`src/rtl/memory_map_pkg.sv`:
```
// Address map, region decode and reset constants shared by memory_responder.
// The timer decode is enabled by the caller (see MEMORY_RESPONDER_TIMER_EN).
package memory_map_pkg;

  localparam logic [31:0] RAM_BASE_ADDRESS = 32'h0000_0000;
  localparam logic [31:0] GPIO_OUT_ADDRESS = 32'h8000_0000;
  localparam logic [31:0] GPIO_IN_ADDRESS  = 32'h8000_0004;
  localparam logic [31:0] TIMER_ADDRESS    = 32'h8000_0008;
  localparam logic [31:0] COMPARE_ADDRESS  = 32'h8000_000C;

  localparam logic [31:0] WORD_MASK     = 32'hFFFF_FFFC;
  localparam logic [31:0] COMPARE_RESET = '1;

  typedef enum logic [2:0] {
    RAM,
    GPIO_OUT,
    GPIO_IN,
    TIMER,
    COMPARE,
    UNMAPPED
  } region_t;

  // ram_bytes_log2 is log2 of the RAM size in bytes; byte-lane bits are ignored everywhere.
  function automatic region_t decode_region(input logic [31:0] addr,
                                            input int unsigned ram_bytes_log2,
                                            input logic timer_en);
    logic [31:0] word;
    region_t     r;
    word = addr & WORD_MASK;
    r    = UNMAPPED;
    if ((addr >> ram_bytes_log2) == (RAM_BASE_ADDRESS >> ram_bytes_log2)) begin
      r = RAM;
    end else if (word == GPIO_OUT_ADDRESS) begin
      r = GPIO_OUT;
    end else if (word == GPIO_IN_ADDRESS) begin
      r = GPIO_IN;
    end else if (timer_en && (word == TIMER_ADDRESS)) begin
      r = TIMER;
    end else if (timer_en && (word == COMPARE_ADDRESS)) begin
      r = COMPARE;
    end
    return r;
  endfunction

endpackage

```
`src/rtl/memory_responder_synchronizer.sv`:
```
// Two-flop synchronizer for asynchronous inputs, asynchronous active-low reset.
module synchronizer #(
  parameter int unsigned WIDTH = 1
) (
  input  logic             clk_i,
  input  logic             rst_ni,
  input  logic [WIDTH-1:0] d_i,
  output logic [WIDTH-1:0] q_o
);

  logic [WIDTH-1:0] meta_q;
  logic [WIDTH-1:0] sync_q;

  always_ff @(posedge clk_i or negedge rst_ni) begin
    if (!rst_ni) begin
      meta_q <= '0;
      sync_q <= '0;
    end else begin
      meta_q <= d_i;
      sync_q <= meta_q;
    end
  end

  assign q_o = sync_q;

endmodule

```
`src/rtl/memory_responder.sv`:
```
// Memory-bus target: word RAM, GPIO registers and optional cycle timer with compare IRQ.
// Timer/compare registers are built only when MEMORY_RESPONDER_TIMER_EN is defined.
module memory_responder #(
  parameter int unsigned NUM_WORDS  = 64,
  parameter int unsigned GPIO_WIDTH = 8
) (
  input  logic                  clock,
  input  logic                  reset,
  input  logic [31:0]           address,
  input  logic                  write_enable,
  input  logic [31:0]           write_data,
  output logic [31:0]           read_data,
  input  logic [GPIO_WIDTH-1:0] gpio_in,
  output logic [GPIO_WIDTH-1:0] gpio_out,
  output logic                  timer_irq,
  output logic                  bus_error
);

  import memory_map_pkg::*;

  localparam int unsigned AW = $clog2(NUM_WORDS);
`ifdef MEMORY_RESPONDER_TIMER_EN
  localparam logic TIMER_EN = 1'b1;
`else
  localparam logic TIMER_EN = 1'b0;
`endif

  region_t               region;
  logic [AW-1:0]         ram_idx;
  logic [31:0]           mem_q [NUM_WORDS];
  logic [GPIO_WIDTH-1:0] gpio_in_sync;
  logic [GPIO_WIDTH-1:0] gpio_out_q, gpio_out_d;
  logic                  bus_error_q, bus_error_d;
  logic [31:0]           timer_rdata, compare_rdata;

  always_comb region = decode_region(address, AW + 2, TIMER_EN);
  assign ram_idx = address[AW+1:2];

  // RAM has no reset; a write coinciding with reset assertion is dropped.
  always_ff @(posedge clock) begin
    if (reset && write_enable && (region == RAM)) begin
      mem_q[ram_idx] <= write_data;
    end
  end

  synchronizer #(
    .WIDTH(GPIO_WIDTH)
  ) u_gpio_sync (
    .clk_i (clock),
    .rst_ni(reset),
    .d_i   (gpio_in),
    .q_o   (gpio_in_sync)
  );

  always_comb begin
    gpio_out_d  = gpio_out_q;
    bus_error_d = bus_error_q;
    if (write_enable) begin
      if (region == GPIO_OUT) gpio_out_d = write_data[GPIO_WIDTH-1:0];
      if (region == UNMAPPED) bus_error_d = 1'b1;
    end
  end

  always_ff @(posedge clock or negedge reset) begin
    if (!reset) begin
      gpio_out_q  <= '0;
      bus_error_q <= 1'b0;
    end else begin
      gpio_out_q  <= gpio_out_d;
      bus_error_q <= bus_error_d;
    end
  end

`ifdef MEMORY_RESPONDER_TIMER_EN
  logic [31:0] timer_q, timer_d;
  logic [31:0] compare_q, compare_d;
  logic        irq_q, irq_d;

  // A compare write clears the flag even when a match occurs in the same cycle.
  always_comb begin
    timer_d   = timer_q + 32'd1;
    compare_d = compare_q;
    irq_d     = irq_q | (timer_q == compare_q);
    if (write_enable) begin
      if (region == TIMER) timer_d = write_data;
      if (region == COMPARE) begin
        compare_d = write_data;
        irq_d     = 1'b0;
      end
    end
  end

  always_ff @(posedge clock or negedge reset) begin
    if (!reset) begin
      timer_q   <= '0;
      compare_q <= COMPARE_RESET;
      irq_q     <= 1'b0;
    end else begin
      timer_q   <= timer_d;
      compare_q <= compare_d;
      irq_q     <= irq_d;
    end
  end

  assign timer_rdata   = timer_q;
  assign compare_rdata = compare_q;
  assign timer_irq     = irq_q;
`else
  assign timer_rdata   = '0;
  assign compare_rdata = '0;
  assign timer_irq     = 1'b0;
`endif

  always_comb begin
    read_data = '0;
    case (region)
      RAM:      read_data = mem_q[ram_idx];
      GPIO_OUT: read_data = 32'(gpio_out_q);
      GPIO_IN:  read_data = 32'(gpio_in_sync);
      TIMER:    read_data = timer_rdata;
      COMPARE:  read_data = compare_rdata;
      default:  read_data = '0;
    endcase
  end

  assign gpio_out  = gpio_out_q;
  assign bus_error = bus_error_q;

endmodule

```
`config.mk`:
```
export PLATFORM = sky130hd
export DESIGN_NAME = memory_responder
export DESIGN_NICKNAME = d
export VERILOG_FILES = /design/src/rtl/memory_map_pkg.sv /design/src/rtl/memory_responder_synchronizer.sv /design/src/rtl/memory_responder.sv
export SDC_FILE = /design/constraint.sdc
export NUM_CORES = 2
export LEC_CHECK = 0
export ABC_CLOCK_PERIOD_IN_PS = 3370
export CORE_MARGIN = 4
export CORE_UTILIZATION = 50
export DETAILED_ROUTE_END_ITERATION = 7
export PLACE_DENSITY = 0.74
export SLEW_MARGIN = 20
export SYNTH_ARGS = -nofsm -noshare
export SYNTH_HDL_FRONTEND = slang
export SYNTH_SLANG_ARGS = --single-unit
```
`constraint.sdc`:
```
create_clock -name clock -period 3.37 [get_ports clock]
set_input_delay 0.5055 -clock clock [delete_from_list [all_inputs] [get_ports clock]]
set_output_delay 0.5055 -clock clock [all_outputs]
set_load 0.005 [all_outputs]
```
; ---- After elaboration in Yosys (flattened, before gate mapping)
; Memory sizes are Yosys's and may differ from the RTL's.
; Cells that the tools add are included.
[classes]
eq_ne = 5
muxes = 6
reduce_logical = 6
[ops]
columns = op, n
row1 = case mux 32 bit (3 select lines), 1
row2 = "equality test 30 bit, second input constant", 2
row3 = zero test 32 bit, 1
row4 = 2-to-1 mux 3 bit, 3
row5 = AND reduction 2 bit, 2
row6 = "equality test 3 x 1 -> 1 bit, second input constant", 1
row7 = "equality test 3 x 2 -> 1 bit, second input constant", 1
row8 = "equality test 3 bit, second input constant", 1
row9 = zero test 3 bit, 1
row10 = logical AND 1 bit, 2
row11 = 2-to-1 mux 1 bit, 2
[totals]
reg_bits = 25
ram_bits = 2048
out_inout_bits = 42
n_memories = 1
[mem_list]
columns = name, words, word_bits, read_ports, rd_ports_with_merged_regs, write_ports, line_no
row1 = mem_q, 64, 32, 1, 0, 1, memory_responder.sv:30  ; logic [31:0] mem_q [NUM_WORDS];

; ---- Depth between registers and ports, before layout
[depth]
depth_word = 8
mapped_depth = 10
depth_no_buf = 5

; ---- Cells and area by module
; Synthesis repeated with hierarchy kept, for this count alone.
[hier_totals]
cells_unflattened = 3482
area_unflattened_um2 = 79816.6
[modules_own_cells]
columns = mod, n_inst, cells_per_inst, area_each_um2, seq_area_each_um2
row1 = memory_responder, 1, 3466, 79416.2, 61724.2
row2 = synchronizer, 1, 16, 400.4, 400.4

; ---- Worst setup path after synthesis
; No wires, ideal clock.
[synth_timing]
path_type = input port to flip-flop
from = in address[15]
to = mem mem_q[57][0], enable pin
t_arrival_ns = 3.380
required_time_ns = 2.949
path_slack_ns = -0.431
path_stages = 6
cell_sequence = nor4_1 nand4_1 or3_4 or4_1 buf_2 nor2_1
[synth_between]
elab_chain_len = 8
[synth_lines]
columns = item, line_no
row1 = from (decl), memory_responder.sv:9  ; input logic [31:0] address,
row2 = equality test 30 bit, memory_map_pkg.sv:35  ; end else if (word == GPIO_IN_ADDRESS) begin
row3 = 2-to-1 mux 3 bit, memory_map_pkg.sv:35
row4 = 2-to-1 mux 3 bit, memory_map_pkg.sv:33  ; end else if (word == GPIO_OUT_ADDRESS) begin
row5 = 2-to-1 mux 3 bit (*), memory_map_pkg.sv:31  ; if ((addr >> ram_bytes_log2) == (RAM_BASE_ADDRESS >> ram_bytes_log2)) begin
row6 = zero test 3 bit (*), memory_responder.sv:41  ; if (reset && write_enable && (region == RAM)) begin
row7 = logical AND 1 bit (*), memory_responder.sv:41
row8 = 2-to-1 mux 1 bit (*), memory_responder.sv:41
row9 = 2-to-1 mux 1 bit (implied by the code) (*), memory_responder.sv:42  ; mem_q[ram_idx] <= write_data;
row10 = to (decl), memory_responder.sv:30
; Every way passes the cells marked *; elsewhere a longest branch is shown, timed or not.

; ---- Worst setup path in the final report
[layout_timing]
from = mem mem_q[54][8]
to = out read_data[8]
[layout_between]
elab_chain_len = 2
[layout_lines]
columns = item, line_no
row1 = memory (64 x 32 bit), -
row2 = case mux 32 bit (3 select lines), memory_responder.sv:116  ; case (region)
row3 = to (decl), memory_responder.sv:12  ; output logic [31:0] read_data,
; No other way between the ends.

==> run metrics <==
outcome finished, violations left; failing checks negative setup slack; Fin. Hold Viols 0; CTS tree yes; crit share post-route 1.12; dpl hpwl 125,000 µm; minimum hold slack 134 ps; critical path fanouts, max 1; Post-Syn Instances 3,559; ys flop type edfxtp_1; vias per cell 6.27; crit path DAT 3270 ps; endpoints failing setup 13; Worst Setup End Kind output port; Synth async-reset ratio 0.0121; Layout Nets 4,386; Slew HR 0.202; CTS Sinks 2,073; CP bufs+invs 1; die height 408 µm; share of cells above drive strength 1 0.388; cell mode on critical path mux2i_2; Leak Pwr 31.9 nW; wire length per cell 31.7 µm; Buffers on Ports 113; Pwr Density 545 mW/mm²; worst-path cell chain mux4_2 -> mux2i_2 -> mux2i_2 -> o211ai_1 -> a221oi_4 -> buf_6; # H-tree levels 4; Placer Congestion 0.921; vias in the first global route 41.7k; FP Rows 146; first-pass GRT wire length 295,000 µm; Setup CP Type flip-flop to output port; worst vdd ir 573 µV; clock slew at reported path FFs 60 ps; core area 0.159 mm²; CTS root buf clkbuf_16; largest net degree at the start of global routing 65; die footprint 0.167 mm²; worst min path class primary input to flip-flop; Top delay family on crit path compound AO/OA/AOI/OAI gates; drt initial violations 5,842; total gr overflow 0; Longest Clk Path Bufs 3; fin. max-slew vios 0; Layout Utilization 0.614; Data required, critical path 2860 ps; Top Ports 117; Starting Density 0.504; final wirelength 207,000 µm; Die W 408 µm; initial antenna violation count 11; post-synthesis sequential area ratio 0.776; Tmin final 3780 ps; syn_area_per_cell 22.5 µm²; register bit count reported by yosys 2,073; 1st-pass router iterations 8; Global Route Usage Sum 0.245; Area growth, synth to finish 21.7%; Netlist cell types 46; max incr delay on CP 940 ps; Highest Clock Rate 265 MHz; setup ws final -405 ps; RSZ-0062 raised after global routing true; DRC viols 0; clock latency on the worst-skew pair 800 ps; Synth warnings 0; syn nets 3,634; Mapped Area 0.0801 mm²; Post-synth EDFFs 2,048; via count 41.1k; Clock Skew 2.31 ps; Max Cap Viol 0; CP max stage cell o211ai_1; CP startpoint kind flip-flop; Tightest Pin Transition 1190 ps; CTS buffer count 193; post-route ant nets 0
## cells in the mapped netlist (3+ instances only)
master	n	area, µm²
a211oi_1	39	293
dfrtp_1	25	626
mux2_2	102	1150
nor2_1	92	345
clkbuf_1	40	150
or2_2	3	18.8
o32ai_1	8	70.1
or4_1	3	22.5
o211ai_1	17	128
nand2b_1	9	56.3
nor4_1	20	125
a211o_1	9	78.8
a2111oi_0	8	70.1
a22oi_1	29	218
o31ai_1	7	52.6
buf_4	58	435
nor2b_1	37	231
or3_1	5	31.3
mux4_2	457	10300
nand3_1	5	25.0
and2_1	4	25.0
edfxtp_1	2048	61500
nand4_1	9	56.3
buf_6	31	349
buf_1	16	60.1
nand2_1	59	221
buf_2	57	285
a21oi_1	7	35.0
a221oi_1	30	263
o21ai_0	48	240
o22ai_1	31	194
mux2i_1	224	2240
a22o_1	6	52.6
## state kept, by name (all words and copies together) (netlist names)
name / cells
u_gpio_sync.meta_q: 8
gpio_out: 8
mem_q: 2048
bus_error: 1
u_gpio_sync.q_o: 8
## where the power goes
group          internal [mW]  switching (mW)  total, mW
logic                   1.34            1.73       3.07
clock network           12.3            9.40       21.7
registers               28.3         0.00261       28.3
## cells in the final DEF, fill, tap and decap left out, types with 34 or more instances in the layout
cell type,Yosys,layout
a211oi_1,39,36
buf_12,0,168
buf_2,57,46
buf_4,58,437
clkbuf_1,40,44
clkbuf_16,0,205
clkinv_1,0,42
edfxtp_1,2048,2048
mux2_2,102,101
mux2i_1,224,176
mux4_2,457,457
nand2_1,59,56
nor2_4,0,67
nor2b_1,37,37
o21ai_0,48,34
## cell type report
class	instances	area, µm²
sequential	2073	62100
fill	10200	61300
multi-input combinational	1282	18000
timing repair buffer	759	8380
clock buffer	242	5120
tap	2072	2590
clock inverter	116	1180
inverter	2	11.3
antenna	4	10.0
## kinds of logic (layout without fill, tap and decap cells)
group,count (synthesis),after routing,share of synthesized area
other,1,5,0.0000468
multiplexers,783,783,0.171
buffers and inverters,204,1119,0.0161
AO/OA/AOI/OAI,245,245,0.0218
flip-flops,2073,2073,0.776
AND/OR/NAND/NOR,253,253,0.0152
## through the flow
stage               instances  setup slack [ps]  total power, mW  area (µm²)  setup TNS [ps]
finish                   6550              -405             53.1       97500           -1600
global route             6546              -450             54.7       97500           -2590
CTS                      6511              -350             53.2       96500           -1680
detailed placement       6139              -710             31.7       89400         -600370
global placement         6139             -1080             31.6       89400         -496200
floorplan                3559              -431             30.2       80100         -708010
## timing repair
action,in CTS,in global routing
resized for setup,234,140
hold buffers,2,0
gates cloned,3,7
setup endpoints to repair,32,32
endpoints found under the hold margin,2,0
buffers inserted,18,32
pin swaps,39,50
## worst paths after layout
path,start,to,slack [ps],cells after the start
max,mem_q[54][8],read_data[8],-410,6
min,write_data[30],mem_q[33][30],130,1
max reg2reg,bus_error,bus_error,2510,1
min reg2reg,u_gpio_sync.meta_q[0],u_gpio_sync.q_o[0],350,0
max in group asynchronous,reset,gpio_out[6],2120,3
min in group asynchronous,reset,bus_error,560,2
## routing by layer
metal | share of wire | global-route usage | vias to the layer above
met3 | 0.11 | 0.0644 | 379
met5 | 0.00033 | 0 | -
met1 | 0.36 | 0.326 | 21500
li1 | - | - | 16600
met2 | 0.49 | 0.392 | 2494
met4 | 0.038 | 0.0917 | 10
Power figures use the tool's default switching activity.
